File: config.mk
export PLATFORM = sky130hd
export DESIGN_NAME = timer_sequencer
export DESIGN_NICKNAME = d
export VERILOG_FILES = /design/src/rtl/timer_seq_pkg.sv /design/src/rtl/tick_prescaler.sv /design/src/rtl/timer_sequencer.sv
export SDC_FILE = /design/constraint.sdc
export NUM_CORES = 1
export LEC_CHECK = 0
export CAP_MARGIN = 15
export CORE_ASPECT_RATIO = 0.9
export CORE_MARGIN = 3
export CORE_UTILIZATION = 53
export DETAILED_ROUTE_END_ITERATION = 10
export PLACE_DENSITY = 0.85
export SETUP_SLACK_MARGIN = 0.02
export SYNTH_ARGS = -nofsm -noshare
export SYNTH_HDL_FRONTEND = slang
export SYNTH_SLANG_ARGS = --single-unit
File: constraint.sdc
create_clock -name clk -period 4.1 [get_ports clk]
set_input_delay 0.615 -clock clk [delete_from_list [all_inputs] [get_ports clk]]
set_output_delay 0.615 -clock clk [all_outputs]
set_load 0.005 [all_outputs]
File: src/rtl/timer_seq_pkg.sv
// Shared definitions for the timer sequencer: command and state encodings,
// default widths and a small state helper.
package timer_seq_pkg;

    localparam int DEF_WIDTH   = 8;
    localparam int DEF_PRESC_W = 4;

    typedef enum logic [1:0] {
        OP_START  = 2'd0,
        OP_STOP   = 2'd1,
        OP_PAUSE  = 2'd2,
        OP_RESUME = 2'd3
    } cmd_op_e;

    typedef enum logic [1:0] {
        ST_IDLE  = 2'd0,
        ST_RUN   = 2'd1,
        ST_PAUSE = 2'd2
    } state_e;

    // A sequence is in progress whenever the timer is running or paused.
    function automatic logic is_active(input state_e s);
        return (s == ST_RUN) || (s == ST_PAUSE);
    endfunction

endpackage

File: src/rtl/tick_prescaler.sv
// Tick divider for the timer sequencer: one tick every presc+1 enabled clocks.
// The divide value is captured on restart; the phase holds while disabled.
module tick_prescaler
    import timer_seq_pkg::*;
#(
    parameter int PRESC_W = DEF_PRESC_W
) (
    input  logic               clk,
    input  logic               rst,
    input  logic               restart,
    input  logic               enable,
    input  logic [PRESC_W-1:0] presc,
    output logic               tick
);

    logic [PRESC_W-1:0] div_q, div_d;
    logic [PRESC_W-1:0] cnt_q, cnt_d;

    // Next divide value and phase: restart reloads, enable advances and wraps.
    always_comb begin
        div_d = div_q;
        cnt_d = cnt_q;
        if (restart) begin
            div_d = presc;
            cnt_d = '0;
        end else if (enable) begin
            cnt_d = (cnt_q == div_q) ? '0 : cnt_q + PRESC_W'(1);
        end
    end

    assign tick = enable && (cnt_q == div_q);

    // Divider registers with asynchronous clear.
    always_ff @(posedge clk or posedge rst) begin
        if (rst) begin
            div_q <= '0;
            cnt_q <= '0;
        end else begin
            div_q <= div_d;
            cnt_q <= cnt_d;
        end
    end

endmodule

File: src/rtl/timer_sequencer.sv
// Command-driven timer: START/STOP/PAUSE/RESUME over a valid/ready handshake,
// one-shot or periodic terminal count, expire pulse and sticky irq.
// Optional tick prescaler enabled with the macro TIMER_SEQ_PRESCALER_EN;
// without it the count advances on every clock spent running.
module timer_sequencer
    import timer_seq_pkg::*;
#(
    parameter int WIDTH   = DEF_WIDTH,
    parameter int PRESC_W = DEF_PRESC_W
) (
    input  logic               clk,
    input  logic               rst,
    input  logic               cmd_valid,
    output logic               cmd_ready,
    input  logic [1:0]         cmd_op,
    input  logic [WIDTH-1:0]   cmd_period,
    input  logic               cmd_reload,
`ifdef TIMER_SEQ_PRESCALER_EN
    input  logic [PRESC_W-1:0] presc,
`endif
    input  logic               irq_clr,
    output logic [WIDTH-1:0]   count,
    output logic               busy,
    output logic               expire,
    output logic               irq
);

    state_e             state_q, state_d;
    logic [WIDTH-1:0]   count_q, count_d;
    logic [WIDTH-1:0]   period_q, period_d;
    logic               reload_q, reload_d;
    logic               expire_q, expire_d;
    logic               irq_q, irq_d;
    logic               cmd_ready_q, cmd_ready_d;
    logic               cmd_accept;
    logic               tick;

    assign cmd_accept = cmd_valid && cmd_ready_q;

`ifdef TIMER_SEQ_PRESCALER_EN
    logic start_accept;
    assign start_accept = cmd_accept && (cmd_op == OP_START);

    tick_prescaler #(
        .PRESC_W (PRESC_W)
    ) u_tick_prescaler (
        .clk     (clk),
        .rst     (rst),
        .restart (start_accept),
        .enable  (state_q == ST_RUN),
        .presc   (presc),
        .tick    (tick)
    );
`else
    // Every running clock is a tick; the divider width plays no role here.
    assign tick = (state_q == ST_RUN) && (PRESC_W > 0);
`endif

    // Sequencer next state: an accepted command owns the cycle, otherwise a tick counts.
    always_comb begin
        state_d     = state_q;
        count_d     = count_q;
        period_d    = period_q;
        reload_d    = reload_q;
        expire_d    = 1'b0;
        irq_d       = irq_q;
        cmd_ready_d = !cmd_accept;

        if (irq_clr) begin
            irq_d = 1'b0;
        end

        if (cmd_accept) begin
            case (cmd_op_e'(cmd_op))
                OP_START: begin
                    period_d = cmd_period;
                    reload_d = cmd_reload;
                    count_d  = '0;
                    state_d  = ST_RUN;
                end
                OP_STOP: begin
                    count_d = '0;
                    state_d = ST_IDLE;
                end
                OP_PAUSE: begin
                    if (state_q == ST_RUN) begin
                        state_d = ST_PAUSE;
                    end
                end
                OP_RESUME: begin
                    if (state_q == ST_PAUSE) begin
                        state_d = ST_RUN;
                    end
                end
                default: begin
                    state_d = state_q;
                end
            endcase
        end else if (tick) begin
            if (count_q == period_q) begin
                // Terminal tick; a set here wins over a simultaneous irq_clr.
                expire_d = 1'b1;
                irq_d    = 1'b1;
                if (reload_q) begin
                    count_d = '0;
                end else begin
                    state_d = ST_IDLE;
                end
            end else begin
                count_d = count_q + WIDTH'(1);
            end
        end
    end

    // Sequencer registers with asynchronous clear to an idle, ready timer.
    always_ff @(posedge clk or posedge rst) begin
        if (rst) begin
            state_q     <= ST_IDLE;
            count_q     <= '0;
            period_q    <= '0;
            reload_q    <= 1'b0;
            expire_q    <= 1'b0;
            irq_q       <= 1'b0;
            cmd_ready_q <= 1'b1;
        end else begin
            state_q     <= state_d;
            count_q     <= count_d;
            period_q    <= period_d;
            reload_q    <= reload_d;
            expire_q    <= expire_d;
            irq_q       <= irq_d;
            cmd_ready_q <= cmd_ready_d;
        end
    end

    assign count     = count_q;
    assign busy      = is_active(state_q);
    assign expire    = expire_q;
    assign irq       = irq_q;
    assign cmd_ready = cmd_ready_q;

endmodule

==> impl_metrics.toml <==
[status]
status = "complete, no violations"

[logic_synthesis]
ys_types = 32
synth_top_area_share = 0.4281
yosysWarningCount = 0
synthCells = 115
ys_seq_elements = 22
yosysSeqAreaShare = 0.4495
synth.area.top_cells = "dfrtp_1, mux2_2, ha_1"
yosysTopAreaCell = "dfrtp_1"
syn_nets = 137
synth_area_mm2 = 0.001227
postSynthAreaPerCell_um2 = 10.67

[global_routing]
grt_pass1_wl_um = 4340
grt_pass1_vias = 943
antenna_found_initial = 0
grt_usage = 0.1942
grt_max_degree = 23
gr-total-overflow = 0

[layout]
antennaDiodeCount = 0
seq_area_um2 = 551.8
nNetsFinal = 166
fill_cells = 158
final_layout_size_suffix_gt1_frac = 0.1189
multiInputGateArea_um2 = 611.8
syn2layout_area_growth_pct = 25.48
final_util = 0.7529
final_cells = 168

[clock_network]
tritoncts = "built"
cts_setup_buffers = 0
clock_latency_ns = 0.30
cts_buffers = 3
clock_path_buffers = 2
cts-resized-gates = 0
clk_pin_slew_ns = 0.11
cts.sinks = 22
clock_tree.root_cell = "clkbuf_4"
cts_hold_buf = 0
htreeDepth = 1

[detailed_routing]
wl_per_cell_um = 15.56
via_count = 984
finalWirelength_um = 2614
routed_via_density = 5.857
drc_errors = 0
dr.pass1.iters = 4
drtAntennaViolNets = 0
drt-initial-drc-count = 38

[sta]
period_needed_ns = 2.197
max_freq_mhz = 455.1
hold_viol_final = 0
tns_ns = 0
hold_slack_ns = 0.5390
worst_pin_slew_ns = 0.8190
setup_viol = 0
final_max_slew_viol_count = 0
period_share = 0.5359
skew_ns = 0.006180
grt_setup_unrepaired = "no"
slew_headroom = 0.4534

[die]
rows = 15
ioPinCount = 27
initial_core_util = 0.6000
dieHeight_um = 51.66
die_area_mm2 = 0.002930
die_x_um = 56.73
core_area_mm2 = 0.002046

[placement]
port_buffers = 26
gp_congestion = 0.8494
place_inst = 164
hpwl_um = 1976

[power_and_ir_drop]
power_per_cell_area_mw_per_mm2 = 496.2
finalPower_mw = 0.7643
p_leak_nw = 0.6739
ir_worst_vdd_mv = 0.4218

[worst_setup_path]
r2r_setup_slack_ns = 2.33
cp.arrival_ns = 1.58
r2r-end = "count[6]$_DFFE_PP0P_"
path_max_fanout = 3
r2r-start = "state_q[1]$_DFFE_PP0P_"
cp.required_ns = 3.48
r2r_cells = 6
critPathKind = "reg -> out"
cp-start-kind = "flip-flop"
end_kind = "output pin"

[min_path]
hp-start = "period_q[6]$_DFFE_PP0P_"
hold_depth = 1
hp-class = "reg -> reg"
min_to = "period_q[6]$_DFFE_PP0P_"

[run]
cap_violations = 0
[layer usage]
metal | routed length [µm] | global-route usage
met1 | 1118 | 0.2366
met2 | 1289 | 0.3346
met3 | 183 | 0.06452
met4 | 23 | 0.04348
met5 | 0 | 0
[worst max-delay path, stage by stage (launching register included)]
cell,delay (ns)
dfrtp_1,0.40
inv_1,0.06
ha_1,0.29
inv_1,0.05
clkdlybuf4s50_1,0.48
[through the flow]
step	cell area [µm²]	setup WS (ns)
finish	1540	1.903
detailed placement	1504	1.775
global route	1540	1.791
CTS	1540	1.884
global placement	1504	1.836
floorplan	1227	2.515
[worst max path at each step]
stage,depth (start not counted),from,slack (ns),to
floorplan,4,cmd_op[0],2.52,period_q[0]$_DFFE_PP0P_
global placement,5,cmd_op[0],1.84,reload_q$_DFFE_PP0P_
detailed placement,5,cmd_op[0],1.77,period_q[4]$_DFFE_PP0P_
CTS,4,state_q[0]$_DFFE_PP0P_,1.88,busy
global route,4,state_q[0]$_DFFE_PP0P_,1.79,busy
finish,4,state_q[0]$_DFFE_PP0P_,1.90,busy
[report_power, final]
part,internal (mW),switching [mW],total (mW)
registers,0.273,0.0805,0.353
logic,0.178,0.117,0.295
clock network,0.0542,0.0620,0.116
total,0.505,0.259,0.764
[cells in the mapped netlist]
master / n
and3_2: 1
inv_1: 13
xnor2_1: 8
nand2_1: 8
nor3b_1: 1
mux2_4: 1
nand4b_1: 3
mux2i_1: 4
or4b_1: 1
dfstp_2: 1
o22ai_1: 4
nor3_1: 1
a31o_1: 3
ha_1: 7
mux2_2: 9
and3_1: 2
o21a_1: 1
buf_6: 1
o21ai_0: 4
o221ai_1: 1
a32oi_1: 1
or4_1: 2
dfrtp_1: 21
nand4_1: 2
o21ai_1: 1
clkbuf_1: 1
a21oi_1: 3
o211ai_1: 1
a21bo_2: 1
nand3_1: 4
nor2_1: 3
or2_1: 1
[layout make-up]
class | count | share of cell area
clock buffer | 4 | 0.02356
inverter | 13 | 0.03168
multi-input combinational | 78 | 0.3972
sequential | 22 | 0.3582
tap | 25 | 0.02031
timing repair buffer | 26 | 0.1690
[state kept, by name, summed over array words and instances, names as in the netlist]
register / count
cmd_ready: 1
count: 8
expire: 1
irq: 1
period_q: 8
reload_q: 1
state_q: 2
[cells by family after synthesis]
kind of cell,after synthesis,synth area share
AOI/OAI and AO/OA,20,0.1091
xor gates and xnor gates,8,0.05709
adders and majority gates,7,0.07135
buffers and inverters,15,0.05199
DFF,22,0.4495
muxes,14,0.1274
and+or+nand+nor,29,0.1335
[cells in the final DEF (no fill, tap or decap), types with 2 or more instances in the layout]
cell type,synthesis,layout
clkbuf_4,0,3
nand4b_1,3,3
and3_1,2,2
dfrtp_1,21,21
mux2i_1,4,4
nand3_1,4,4
o22ai_1,4,4
mux2_2,9,9
nand4_1,2,2
clkdlybuf4s50_1,0,26
nor2_1,3,3
a31o_1,3,3
nand2_1,8,8
o21ai_0,4,4
inv_1,13,13
ha_1,7,7
or4_1,2,2
xnor2_1,8,8
a21oi_1,3,3
No activity file was read; power rests on OpenSTA's default activity.
